==> config.mk <==
export PLATFORM = sky130hd
export DESIGN_NAME = iccm_arbiter_flat
export DESIGN_NICKNAME = d
export VERILOG_FILES = /design/src/rtl/iccm_arbiter_if.sv /design/src/rtl/iccm_arbiter.sv /design/src/flat_wrapper.sv
export SDC_FILE = /design/constraint.sdc
export NUM_CORES = 1
export LEC_CHECK = 0
export ABC_AREA = 1
export CORE_AREA = 2 2 100 102
export CTS_CLUSTER_SIZE = 14
export DETAILED_ROUTE_END_ITERATION = 7
export DIE_AREA = 0 0 102 104
export PLACE_DENSITY_LB_ADDON = 0.05
export SYNTH_ARGS = -nofsm -noshare
export SYNTH_HDL_FRONTEND = slang
export SYNTH_SLANG_ARGS = --single-unit
==> constraint.sdc <==
create_clock -name clock -period 1.5 [get_ports clock]
set_input_delay 0.3 -clock clock [delete_from_list [all_inputs] [get_ports clock]]
set_output_delay 0.3 -clock clock [all_outputs]
set_load 0.01 [all_outputs]
==> src/rtl/iccm_arbiter_if.sv <==
// ---------------------------------------------------------------------------
// iccm_arbiter_if
//
// Bundles every bus signal around the ICCM arbiter: the two host request /
// response channels and the single-port memory channel.
//
//   h0_*   core instruction-fetch port (read-only)
//   h1_*   loader/debug port (read and write, byte mask in h1_we)
//   mem_*  towards instr_mem_top (one-cycle read latency)
//
// Modports:
//   slave  - the arbiter's view: it serves the hosts and drives the memory.
//   master - the environment's view: hosts plus the memory itself.
// ---------------------------------------------------------------------------
interface iccm_arbiter_if;

    // Host 0: instruction fetch
    logic        h0_req;
    logic [31:0] h0_addr;
    logic        h0_gnt;
    logic        h0_rvalid;
    logic [31:0] h0_rdata;
    logic        h0_err;

    // Host 1: loader / debug
    logic        h1_req;
    logic [31:0] h1_addr;
    logic [3:0]  h1_we;
    logic [31:0] h1_wdata;
    logic        h1_gnt;
    logic        h1_rvalid;
    logic [31:0] h1_rdata;
    logic        h1_err;

    // Memory side
    logic        mem_req;
    logic [11:0] mem_addr;
    logic [31:0] mem_wdata;
    logic [3:0]  mem_we;
    logic [31:0] mem_rdata;
    logic        mem_rvalid;

    modport slave (
        input  h0_req, h0_addr,
        output h0_gnt, h0_rvalid, h0_rdata, h0_err,
        input  h1_req, h1_addr, h1_we, h1_wdata,
        output h1_gnt, h1_rvalid, h1_rdata, h1_err,
        output mem_req, mem_addr, mem_wdata, mem_we,
        input  mem_rdata, mem_rvalid
    );

    modport master (
        output h0_req, h0_addr,
        input  h0_gnt, h0_rvalid, h0_rdata, h0_err,
        output h1_req, h1_addr, h1_we, h1_wdata,
        input  h1_gnt, h1_rvalid, h1_rdata, h1_err,
        input  mem_req, mem_addr, mem_wdata, mem_we,
        output mem_rdata, mem_rvalid
    );

endinterface

==> src/rtl/iccm_arbiter.sv <==
// ---------------------------------------------------------------------------
// iccm_arbiter
//
// Two-host round-robin arbiter and address decoder in front of the
// single-port ICCM (instr_mem_top). Host 0 fetches (read-only), host 1 loads
// (read/write). Grants are combinational in the request cycle; the response
// comes back exactly one cycle later, steered by a registered owner tag.
// Accesses outside the ICCM window are granted but never reach memory and
// come back with err set.
//
// Ports:
//   clock  - single clock
//   reset  - synchronous, active-low
//   bus    - iccm_arbiter_if.slave (host channels h0/h1 and memory channel)
//
// Parameters:
//   BASE_ADDR   - byte base of the ICCM window (word aligned)
//   DEPTH_WORDS - number of 32-bit words, at most 4096
// ---------------------------------------------------------------------------
module iccm_arbiter #(
    parameter logic [31:0] BASE_ADDR   = 32'h0010_0000,
    parameter int unsigned DEPTH_WORDS = 4096
) (
    input  logic          clock,
    input  logic          reset,
    iccm_arbiter_if.slave bus
);

    // Window bounds are compared in 33 bits so a window ending at 4 GiB
    // cannot wrap.
    localparam logic [32:0] WIN_LO = {1'b0, BASE_ADDR};
    localparam logic [32:0] WIN_HI = {1'b0, BASE_ADDR} + (33'(DEPTH_WORDS) << 2);

    // The window is at most 16 KiB and BASE_ADDR is word aligned, so the
    // word offset only depends on byte-address bits [13:2].
    localparam logic [11:0] BASE_WORD = BASE_ADDR[13:2];

    typedef struct packed {
        logic valid;
        logic host;
        logic is_write;
        logic err;
    } tag_t;

    function automatic logic in_window(input logic [31:0] addr);
        logic [32:0] a;
        a = {1'b0, addr};
        return (a >= WIN_LO) && (a < WIN_HI);
    endfunction

    logic  last_q, last_d;
    tag_t  tag_q, tag_d;
    logic  fault_q, fault_d;

    logic        h1_write;
    logic        hit0, hit1;
    logic        gnt0, gnt1;
    logic        mem_req;
    logic [11:0] mem_addr;
    logic [31:0] mem_wdata;
    logic [3:0]  mem_we;

    logic        rsp_read_hit;
    logic        rsp_err;
    logic [31:0] rsp_data;

    assign h1_write = |bus.h1_we;

    // Alignment is enforced for fetches and for loader writes; a loader
    // read with a misaligned address simply returns the containing word.
    assign hit0 = in_window(bus.h0_addr) && (bus.h0_addr[1:0] == 2'b00);
    assign hit1 = in_window(bus.h1_addr) && (!h1_write || (bus.h1_addr[1:0] == 2'b00));

    // Arbitration, memory request decode and next tag.
    // last_q records the host granted most recently; on a tie the other
    // host wins, which gives strict alternation under full contention.
    always_comb begin
        gnt0      = bus.h0_req && (!bus.h1_req || last_q);
        gnt1      = bus.h1_req && (!bus.h0_req || !last_q);

        last_d    = last_q;
        tag_d     = '0;
        mem_req   = 1'b0;
        mem_addr  = '0;
        mem_wdata = '0;
        mem_we    = '0;

        if (gnt0) begin
            last_d         = 1'b0;
            tag_d.valid    = 1'b1;
            tag_d.host     = 1'b0;
            tag_d.is_write = 1'b0;
            tag_d.err      = !hit0;
            if (hit0) begin
                mem_req   = 1'b1;
                mem_addr  = bus.h0_addr[13:2] - BASE_WORD;
                mem_wdata = bus.h1_wdata;
            end
        end else if (gnt1) begin
            last_d         = 1'b1;
            tag_d.valid    = 1'b1;
            tag_d.host     = 1'b1;
            tag_d.is_write = h1_write;
            tag_d.err      = !hit1;
            if (hit1) begin
                mem_req   = 1'b1;
                mem_addr  = bus.h1_addr[13:2] - BASE_WORD;
                mem_wdata = bus.h1_wdata;
                mem_we    = bus.h1_we;
            end
        end
    end

    // Response decode for the access tagged last cycle. A read hit relies on
    // the memory's rvalid; if it is missing the access is errored and the
    // sticky protocol-fault flag records it until the next reset.
    always_comb begin
        rsp_read_hit = tag_q.valid && !tag_q.err && !tag_q.is_write;
        rsp_err      = tag_q.err || (rsp_read_hit && !bus.mem_rvalid);
        rsp_data     = (rsp_read_hit && bus.mem_rvalid) ? bus.mem_rdata : 32'h0;
        fault_d      = fault_q || (rsp_read_hit && !bus.mem_rvalid);
    end

    always_ff @(posedge clock) begin
        if (!reset) begin
            last_q  <= 1'b1;
            tag_q   <= '0;
            fault_q <= 1'b0;
        end else begin
            last_q  <= last_d;
            tag_q   <= tag_d;
            fault_q <= fault_d;
        end
    end

    assign bus.h0_gnt    = gnt0;
    assign bus.h1_gnt    = gnt1;
    assign bus.mem_req   = mem_req;
    assign bus.mem_addr  = mem_addr;
    assign bus.mem_wdata = mem_wdata;
    assign bus.mem_we    = mem_we;

    assign bus.h0_rvalid = tag_q.valid && !tag_q.host;
    assign bus.h1_rvalid = tag_q.valid &&  tag_q.host;
    assign bus.h0_err    = tag_q.valid && !tag_q.host && rsp_err;
    assign bus.h1_err    = tag_q.valid &&  tag_q.host && rsp_err;
    assign bus.h0_rdata  = !tag_q.host ? rsp_data : 32'h0;
    assign bus.h1_rdata  =  tag_q.host ? rsp_data : 32'h0;

endmodule
==> src/flat_wrapper.sv <==
// flat-port wrapper written by rule: the top's interface ports become plain ports
module iccm_arbiter_flat 
#(
    parameter logic [31:0] BASE_ADDR   = 32'h0010_0000,
    parameter int unsigned DEPTH_WORDS = 4096
)
  (clock, reset, bus_h0_req, bus_h0_addr, bus_h0_gnt, bus_h0_rvalid, bus_h0_rdata, bus_h0_err, bus_h1_req, bus_h1_addr, bus_h1_we, bus_h1_wdata, bus_h1_gnt, bus_h1_rvalid, bus_h1_rdata, bus_h1_err, bus_mem_req, bus_mem_addr, bus_mem_wdata, bus_mem_we, bus_mem_rdata, bus_mem_rvalid);
  iccm_arbiter_if bus_i ();
  input  logic clock;
  input  logic reset;
  input wire logic [$bits(bus_i.h0_req)-1:0] bus_h0_req;
  input wire logic [$bits(bus_i.h0_addr)-1:0] bus_h0_addr;
  output wire logic [$bits(bus_i.h0_gnt)-1:0] bus_h0_gnt;
  output wire logic [$bits(bus_i.h0_rvalid)-1:0] bus_h0_rvalid;
  output wire logic [$bits(bus_i.h0_rdata)-1:0] bus_h0_rdata;
  output wire logic [$bits(bus_i.h0_err)-1:0] bus_h0_err;
  input wire logic [$bits(bus_i.h1_req)-1:0] bus_h1_req;
  input wire logic [$bits(bus_i.h1_addr)-1:0] bus_h1_addr;
  input wire logic [$bits(bus_i.h1_we)-1:0] bus_h1_we;
  input wire logic [$bits(bus_i.h1_wdata)-1:0] bus_h1_wdata;
  output wire logic [$bits(bus_i.h1_gnt)-1:0] bus_h1_gnt;
  output wire logic [$bits(bus_i.h1_rvalid)-1:0] bus_h1_rvalid;
  output wire logic [$bits(bus_i.h1_rdata)-1:0] bus_h1_rdata;
  output wire logic [$bits(bus_i.h1_err)-1:0] bus_h1_err;
  output wire logic [$bits(bus_i.mem_req)-1:0] bus_mem_req;
  output wire logic [$bits(bus_i.mem_addr)-1:0] bus_mem_addr;
  output wire logic [$bits(bus_i.mem_wdata)-1:0] bus_mem_wdata;
  output wire logic [$bits(bus_i.mem_we)-1:0] bus_mem_we;
  input wire logic [$bits(bus_i.mem_rdata)-1:0] bus_mem_rdata;
  input wire logic [$bits(bus_i.mem_rvalid)-1:0] bus_mem_rvalid;
  assign bus_i.h0_req = bus_h0_req;
  assign bus_i.h0_addr = bus_h0_addr;
  assign bus_h0_gnt = bus_i.h0_gnt;
  assign bus_h0_rvalid = bus_i.h0_rvalid;
  assign bus_h0_rdata = bus_i.h0_rdata;
  assign bus_h0_err = bus_i.h0_err;
  assign bus_i.h1_req = bus_h1_req;
  assign bus_i.h1_addr = bus_h1_addr;
  assign bus_i.h1_we = bus_h1_we;
  assign bus_i.h1_wdata = bus_h1_wdata;
  assign bus_h1_gnt = bus_i.h1_gnt;
  assign bus_h1_rvalid = bus_i.h1_rvalid;
  assign bus_h1_rdata = bus_i.h1_rdata;
  assign bus_h1_err = bus_i.h1_err;
  assign bus_mem_req = bus_i.mem_req;
  assign bus_mem_addr = bus_i.mem_addr;
  assign bus_mem_wdata = bus_i.mem_wdata;
  assign bus_mem_we = bus_i.mem_we;
  assign bus_i.mem_rdata = bus_mem_rdata;
  assign bus_i.mem_rvalid = bus_mem_rvalid;
  iccm_arbiter #(.BASE_ADDR(BASE_ADDR), .DEPTH_WORDS(DEPTH_WORDS)) u_core (.clock(clock), .reset(reset), .bus(bus_i));
endmodule
### Yosys cells after proc, flatten, opt, wreduce, memory -nomap -nowiden

Cells that the tools add are included.

* output and inout bits: 119
* logic and storage cells: 67
* register bits: 5
* bits of input ports: 137

* reductions and logical operators: 34
* $lt $le $gt $ge: 4
* mux-type cells: 22
* bitwise gates (word level): 2

Operators by type and width (count)
* $mux W32: 7
* $ge A32 B21 Y1 const B: 2
* $lt A32 B21 Y1 const B: 2
* $mux W12: 4
* $mux W4: 5
* $logic_and A1 B1 Y1: 14
* $logic_not A1 Y1: 10
* $mux W1: 6
* $logic_not A2 Y1: 2
* $logic_or A1 B1 Y1: 4
* $reduce_or A4 Y1: 1
* $reduce_or A3 Y1: 1
* $not A1 Y1: 2
* $reduce_bool A2 Y1: 1
* $reduce_or A2 Y1: 1

### Longest topological paths before layout

Gate-level depths: netlist of run 1.

* depth after elaboration: 7
* depth in mapped cells: 9
* gate-level depth less buffers: 8

### Worst setup path after synthesis of run 1

No wires, ideal clock.

* path type: input port to output port
* start point: in bus_h1_addr[31]
* end point: out bus_mem_we[0]
* data required time: 1.200 ns
* arrival time: 1.196 ns
* path slack: 0.004 ns
* stages on the path: 8
* buffers on the path: 2
* cells stage by stage: nor2_1 -> and2_1 -> nand2_1 -> nor2_2 -> nand3_2 -> buf_2 -> buf_6 -> nor2_1

* cells in the longest elaborated chain, start to end: 6
* elaborated cells between the ends (all ways): 7
* those cells by class: order compare: 2; mux: 3; reduce/logical: 2

RTL lines
* from (decl): RTL line flat_wrapper.sv:18 `input wire logic [$bits(bus_i.h1_addr)-1:0] bus_h1_addr;`
* $ge A32 B21 Y1 / $lt A32 B21 Y1 (equally long branches): RTL line iccm_arbiter.sv:48 `return (a >= WIN_LO) && (a < WIN_HI);`
* $logic_and A1 B1 Y1 (*): RTL line iccm_arbiter.sv:48
* $logic_and A1 B1 Y1 (*): RTL line iccm_arbiter.sv:72 `assign hit1 = in_window(bus.h1_addr) && (!h1_write || (bus.h1_addr[1:0] == 2'b00));`
* $mux W4 (*): RTL line iccm_arbiter.sv:105 `if (hit1) begin`
* $mux W4 (*): RTL line iccm_arbiter.sv:99 `end else if (gnt1) begin`
* $mux W4 (*): RTL line iccm_arbiter.sv:88 `if (gnt0) begin`
* to (decl): RTL line flat_wrapper.sv:28 `output wire logic [$bits(bus_i.mem_we)-1:0] bus_mem_we;`

Every way passes the cells marked *; elsewhere a longest branch is shown, timed or not.

### Final worst setup path of run 1

* start point: reg u_core.tag_q[3] in the netlist's numbering
* end point: out bus_h0_rdata[13]

* cells in the longest elaborated chain, start to end: 5

RTL lines
* from (decl): RTL line iccm_arbiter.sv:52 `tag_t tag_q, tag_d;`
* from (signal assigned): RTL line iccm_arbiter.sv:131 `tag_q <= tag_d;`
* $logic_and A1 B1 Y1 (2 in series): RTL line iccm_arbiter.sv:118 `rsp_read_hit = tag_q.valid && !tag_q.err && !tag_q.is_write;`
* $logic_and A1 B1 Y1: RTL line iccm_arbiter.sv:120 `rsp_data = (rsp_read_hit && bus.mem_rvalid) ? bus.mem_rdata : 32'h0;`
* $mux W32: RTL line iccm_arbiter.sv:120
* $mux W32: RTL line iccm_arbiter.sv:147 `assign bus.h0_rdata = !tag_q.host ? rsp_data : 32'h0;`
* to (decl): RTL line flat_wrapper.sv:15 `output wire logic [$bits(bus_i.h0_rdata)-1:0] bus_h0_rdata;`

No other way between the ends.

==> impl_metrics.yaml, run 1 <==
floorplan:
  io_pins: 256
  core_area_sq_um: 9550
  initial_core_util_pct: 16.7
  die_area_sq_um: 10600
  die_x_um: 102
  rows: 36
  die_h_um: 104
setup_path:
  path_cells: "inv_2 -> nor2_4 -> nand2_4 -> buf_12 -> buf_16 -> buf_6 -> buf_6 -> buf_6 -> nor3_2 -> buf_2"
  cp.arrival_ns: 1.62
  worst_setup_path_start_kind: "flip-flop"
  cp.required_ns: 1.20
  setup.worst_path.class: "flip-flop to output pin"
  critPathSlowestCell: "dfxtp_2"
  crit_start: "u_core.tag_q[3]$_SDFF_PN0_"
  critPathMostFrequentCell: "buf_6"
  critPathMaxFanout: 5
  slowest_delay_ns: 0.32
  end_kind: "output pin"
  reg2reg_from: "u_core.last_q$_SDFFE_PN1P_"
  reg2reg_slack_ns: 0.31
layout:
  diodes: 0
  fillers: 864
  nets: 792
  fin_area_sq_um: 6080
  syn2layout_area_growth_pct: 281
  drive_gt1_share_pct: 68.2
  seq_area_sq_um: 108
  multi_input_comb_area_sq_um: 1890
sta:
  fin_crit_sh_pct: 128
  relSlewSlack_pct: 80.9
  timing.fmax_mhz: 521
  fin_ws_ns: -0.418
  finClkSkew_ns: 0.00216
  hold_viol: 0
  setup_viol: 117
  slew_violations: 0
  hold_slack_ns: 0.382
  worst_slew_pin_slew_ns: 0.286
  grt_setup_unrepaired: "true"
  finalCriticalPeriod_ns: 1.92
worst_hold_path:
  min_from: "bus_h1_req"
  hp-class: "primary input to flip-flop"
drt:
  detail-route-antenna-nets: 0
  wl_per_cell_um: 16.2
  totalWireLength_um: 12800
  drc: 0
  drt_iter0_drc: 38
  num_vias: 3398
  viasPerCell: 4.32
  drt_first_pass_iters: 4
yosys:
  synthSimpleGateAreaFrac_pct: 40.1
  ys_seq_area_share_pct: 6.28
  synth_top_family_by_area: "simple AND/OR/NAND/NOR gates"
  yosys_warnings: 0
  synthAdderAreaFrac_pct: 0
  synth_xor_area_share_pct: 0
  yosysUniqueCellTypes: 23
  synth.area.top_cells: "inv_1 (21%), nor3_1 (20%), a21oi_2 (14%), nor2_1 (7.1%), dfxtp_1 (6.3%)"
  syn-num-nets: 444
  syn-instance-count: 307
  synth_area_sq_um: 1590
  ys_ff_latch: 5
  avgSynthCellArea_sq_um: 5.19
  synthMuxAreaShare_pct: 0
  synth_top_area_share_pct: 21.4
  synth_compound_area_share_pct: 23.5
  synth_top_cell_by_area: "inv_1"
global_route:
  grt_pass1_vias: 3387
  antenna_found_initial: 0
  grtUsageTotal_pct: 21.0
  grt_max_degree: 33
  grt_first_pass_wirelength_um: 17700
  grt-ovfl-total: 0
placement:
  io_buffers: 255
  place_area_sq_um: 4400
  dp_hpwl_um: 7480
  finalWeightedCongestion: 0.771
power:
  power_leakage_nw: 3.08
  p_per_area_nw_per_um2: 237
  peakVddDrop_mv: 0.152
cts:
  ctsLongestPathBuffers: 2
  cts_made_buffers: 3
  clkLatencyLatePin_ns: 0.22
  cts_tree: "built"
  cts_root_buf: "clkbuf_8"
  clk_pin_slew_ns: 0.04
  htree_levels: 1
  clock-sinks: 5
flow_run:
  maxCapViolations: 0
status:
  violations: "setup timing"
  outcome: "finished with violations"
## cell families (layout without fill, tap and decap cells)
family / count (synthesis) / after routing
flip-flops: 5 / 5
AND/OR/NAND/NOR: 133 / 133
buffers and inverters: 117 / 464
AO/OA/AOI/OAI: 52 / 52
## power breakdown
part | internal, mW | switching [mW]
logic | 0.599 | 0.439
registers | 0.144 | 0.0110
clock network | 0.183 | 0.0671
total | 0.926 | 0.517
## area by class of cell
cell class	instances	share of cell area [%]
clock buffer	4	0.741
tap	133	2.74
inverter	94	5.89
sequential	5	1.77
timing repair buffer	366	57.7
multi-input combinational	185	31.1
## layout by cell type (no fill, tap or decap), drive strengths merged, types with 13 or more instances in the layout
master / synthesis / final
a21oi: 37 / 37
buf: 12 / 248
clkbuf: 11 / 19
clkdlybuf4s50: 0 / 89
inv: 94 / 94
nand2: 16 / 16
nand3: 14 / 14
nor2: 35 / 35
nor3: 65 / 65
o21ai: 13 / 13
## worst max-delay path, delay by kind of cell (launching register included)
family | cells | cell delay, ns
flip-flops | 1 | 0.32
AND/OR/NAND/NOR | 3 | 0.27
buffers and inverters | 7 | 0.80
## worst paths after layout
path,endpoint,cells past startpoint
min reg2reg,u_core.last_q$_SDFFE_PN1P_,4
max reg2reg,u_core.tag_q[0]$_SDFF_PN0_,6
max,bus_h0_rdata[13],10
min,u_core.tag_q[3]$_SDFF_PN0_,3
## flip-flops by register name (all words and copies together), names as in the netlist
signal	flops
u_core.last_q	1
u_core.tag_q	4
## metal layers
layer	global-route usage [%]	up-vias	part of all wire, %
met5	0	-	0
met4	3.71	0	2.0
met3	5.85	18	10
met2	42.9	172	55
met1	20.3	1557	32
li1	-	1651	-
## cell usage after synthesis
| library cell | number |
|---|---|
| nand3_1 | 13 |
| buf_4 | 1 |
| clkbuf_1 | 11 |
| nand4_4 | 1 |
| a21oi_2 | 26 |
| inv_2 | 3 |
| a211oi_1 | 1 |
| o21ai_0 | 4 |
| and2_1 | 2 |
| buf_6 | 4 |
| o211ai_1 | 1 |
| nand2_1 | 16 |
| nand3_2 | 1 |
| a21oi_4 | 1 |
| buf_2 | 6 |
| dfxtp_1 | 5 |
| nor2_1 | 30 |
| buf_1 | 1 |
| nor2_2 | 5 |
| a21oi_1 | 10 |
| o21ai_1 | 9 |
| nor3_1 | 65 |
| inv_1 | 91 |
## what timing repair did
| item | 4_1_cts | 5_1_grt |
|---|---|---|
| pin swaps | 71 | 69 |
| hold buffers | 0 | 0 |
| gates resized for setup | 763 | 197 |
| gates cloned | 16 | 4 |
| setup endpoints to repair | 119 | 118 |
| buffers inserted | 56 | 36 |
## metrics by stage
stage	setup WS, ns	total power [mW]	util [%]	cells	TNS [ns]
final	-0.418	1.44	63.6	787	-32.14
after CTS	-0.529	1.24	56.0	766	-37.60
after global placement	-1.08	0.843	46.0	690	-96.04
after floorplan	0.00391	0.341	-	307	0
after global routing	-0.508	1.53	63.6	787	-40.20
after detailed placement	-1.09	0.849	46.0	690	-98.49
Power figures use the tool's default switching activity.
==> run 2, diff against run 1 <==
--- a/config.mk
+++ b/config.mk
@@ -11,6 +11,7 @@
 export DETAILED_ROUTE_END_ITERATION = 7
 export DIE_AREA = 0 0 102 104
 export PLACE_DENSITY_LB_ADDON = 0.05
+export REMOVE_ABC_BUFFERS = 1
 export SYNTH_ARGS = -nofsm -noshare
 export SYNTH_HDL_FRONTEND = slang
 export SYNTH_SLANG_ARGS = --single-unit
==> run 2 against run 1 <==
Effect of this change:
- the flow still finishes with violations (setup timing)
- clock skew down 0.0012 ns
- setup slack worse by 0.0028 ns
- sequential share of layout area is 0.063 points higher
- sequential power about the same
- register-to-register slack about the same
- critical path depth increased by 1
- wire length down 12%
- core utilization decreased by 5.1 points
- clock power down 3%
- first-iteration DRC count up 21%
- via count fell by 5.2%
- critical endpoint is now bus_mem_wdata[15]
- largest power group unchanged
==> impl_metrics.yaml, run 2 (synthesis gave the netlist of run 1 again) <==
status:
  outcome: "finished with violations"
  violations: "setup timing"
drt:
  drt_first_pass_iters: 4
  drc: 0
  detail-route-antenna-nets: 0
  drt_iter0_drc: 46
  totalWireLength_um: 11200
  wl_per_cell_um: 14.9
  viasPerCell: 4.29
  num_vias: 3221
power:
  p_int_mw: 0.835
  p_per_area_nw_per_um2: 234
  p_sw_share_pct: 36.3
  combPwrFrac_pct: 69.7
  peakVddDrop_mv: 0.173
  power_leakage_nw: 2.89
  clock_power_share_pct: 18.5
  power_frac_seq_pct: 11.7
  p_switching_mw: 0.475
  totalPowerFinal_mw: 1.31
layout:
  nets: 756
  final_common_cell: "buf_2"
  drive_gt1_share_pct: 62.6
  final_util_pct: 58.6
  largest_register_ffs: 4
  diodes: 0
  syn2layout_area_growth_pct: 251
  fillers: 893
  largest_register: "u_core.tag_q"
  reg_top3: "u_core.tag_q x4, u_core.last_q x1"
  most-common-layout-cells: "buf_2 (126), clkdlybuf4s50_1 (89), inv_1 (85), buf_6 (51), nor3_4 (35)"
global_route:
  grt_pass1_vias: 3298
  antenna_found_initial: 0
  grtUsageTotal_pct: 19.2
  grt-ovfl-total: 0
  grt_max_degree: 27
  grt_first_pass_wirelength_um: 16400
sta:
  hold_viol: 0
  slew_violations: 0
  timing.fmax_mhz: 521
  setup_viol: 112
  fin_crit_sh_pct: 128
  finClkSkew_ns: 0.000936
  fin_ws_ns: -0.421
  worst_slew_pin_slew_ns: 0.446
  finalCriticalPeriod_ns: 1.92
  grt_setup_unrepaired: "true"
  relSlewSlack_pct: 70.3
placement:
  io_buffers: 255
  finalWeightedCongestion: 0.771
  dp_hpwl_um: 7460
floorplan:
  io_pins: 256
  die_area_sq_um: 10600
  core_area_sq_um: 9550
  rows: 36
  die_h_um: 104
  initial_core_util_pct: 16.7
  die_x_um: 102
setup_path:
  path_cells: "buf_6 -> nor2_4 -> and2_4 -> nand2_4 -> nor2_4 -> nand3_4 -> buf_12 -> buf_12 -> buf_16 -> a21oi_2 -> buf_2"
  slowest_delay_ns: 0.16
  cp.required_ns: 1.20
  reg2reg_slack_ns: 0.31
  setup.worst_path.class: "primary input to output pin"
  end_kind: "output pin"
  cp.arrival_ns: 1.62
  cp.buffers_inverters: 5
  worst_setup_path_start_kind: "primary input"
  critPathSlowestCell: "buf_12"
  critical-path-top-delay-family: "buffers and inverters"
  critPathMaxFanout: 5
cts:
  hold_buffers: 0
  clock-sinks: 5
  cts_root_buf: "clkbuf_8"
  clk_pin_slew_ns: 0.03
  cts_tree: "built"
  clkLatencyLatePin_ns: 0.22
  ctsLongestPathBuffers: 2
  htree_levels: 1
  cts_made_buffers: 3
worst_hold_path:
  hp-class: "primary input to flip-flop"
flow_run:
  maxCapViolations: 0
-- run 2: per-layer routing --
layer  track usage [%]  vias to the layer above  part of all wire, %  routed length (um)
li1                  -                     1577                    -                   -
met1              18.1                     1478                   32                3570
met2              39.3                      156                   57                6360
met3              5.51                       10                  9.7                1080
met4              4.29                        0                  1.5                 171
met5                 0                        -                    0                   0
-- run 2: power groups by stage --
| stage | logic [mW] | registers (mW) | clock network, mW |
|---|---|---|---|
| 3_5_place_dp | 0.694 | 0.149 | 0 |
| 5_1_grt | 0.977 | 0.155 | 0.266 |
| 2_1_floorplan | 0.173 | 0.157 | 0 |
| 4_1_cts | 0.798 | 0.151 | 0.250 |
| 6_report | 0.913 | 0.153 | 0.243 |
| 3_3_place_gp | 0.688 | 0.150 | 0 |
-- run 2: final timing paths --
path	from	to	cells past startpoint
worst min register to register	u_core.last_q$_SDFFE_PN1P_	u_core.last_q$_SDFFE_PN1P_	3
worst min-delay path	bus_h0_req	u_core.last_q$_SDFFE_PN1P_	2
worst max register to register	u_core.last_q$_SDFFE_PN1P_	u_core.tag_q[0]$_SDFF_PN0_	7
worst max-delay path	bus_h1_addr[30]	bus_mem_wdata[15]	11
-- run 2: cell type report --
| class | instances | area [sq um] | share of cell area, % |
|---|---|---|---|
| Timing Repair Buffer | 330 | 3080 | 55.0 |
| Multi-Input combinational cell | 185 | 1850 | 33.0 |
| Inverter | 94 | 353 | 6.31 |
| Sequential cell | 5 | 103 | 1.83 |
| Tap cell | 133 | 166 | 2.98 |
| Clock buffer | 4 | 45.0 | 0.805 |
-- run 2: timing repair --
item                       in CTS  in global routing
setup endpoints to repair     119                118
cloned                         15                  4
resized for setup             783                 97
pin swaps                      56                 31
setup buffers                  29                 12
-- run 2: through the flow --
stage	hold slack [ns]	TNS, ns	setup slack [ns]	cells	area [sq um]
2_1_floorplan	0.399	-69.14	-0.751	284	1470
4_1_cts	0.454	-32.93	-0.453	743	5030
6_report	0.507	-26.35	-0.421	751	5590
5_1_grt	0.527	-33.63	-0.494	751	5590
3_5_place_dp	0.646	-96.07	-1.01	695	4410
3_3_place_gp	0.628	-95.13	-1.01	695	4410
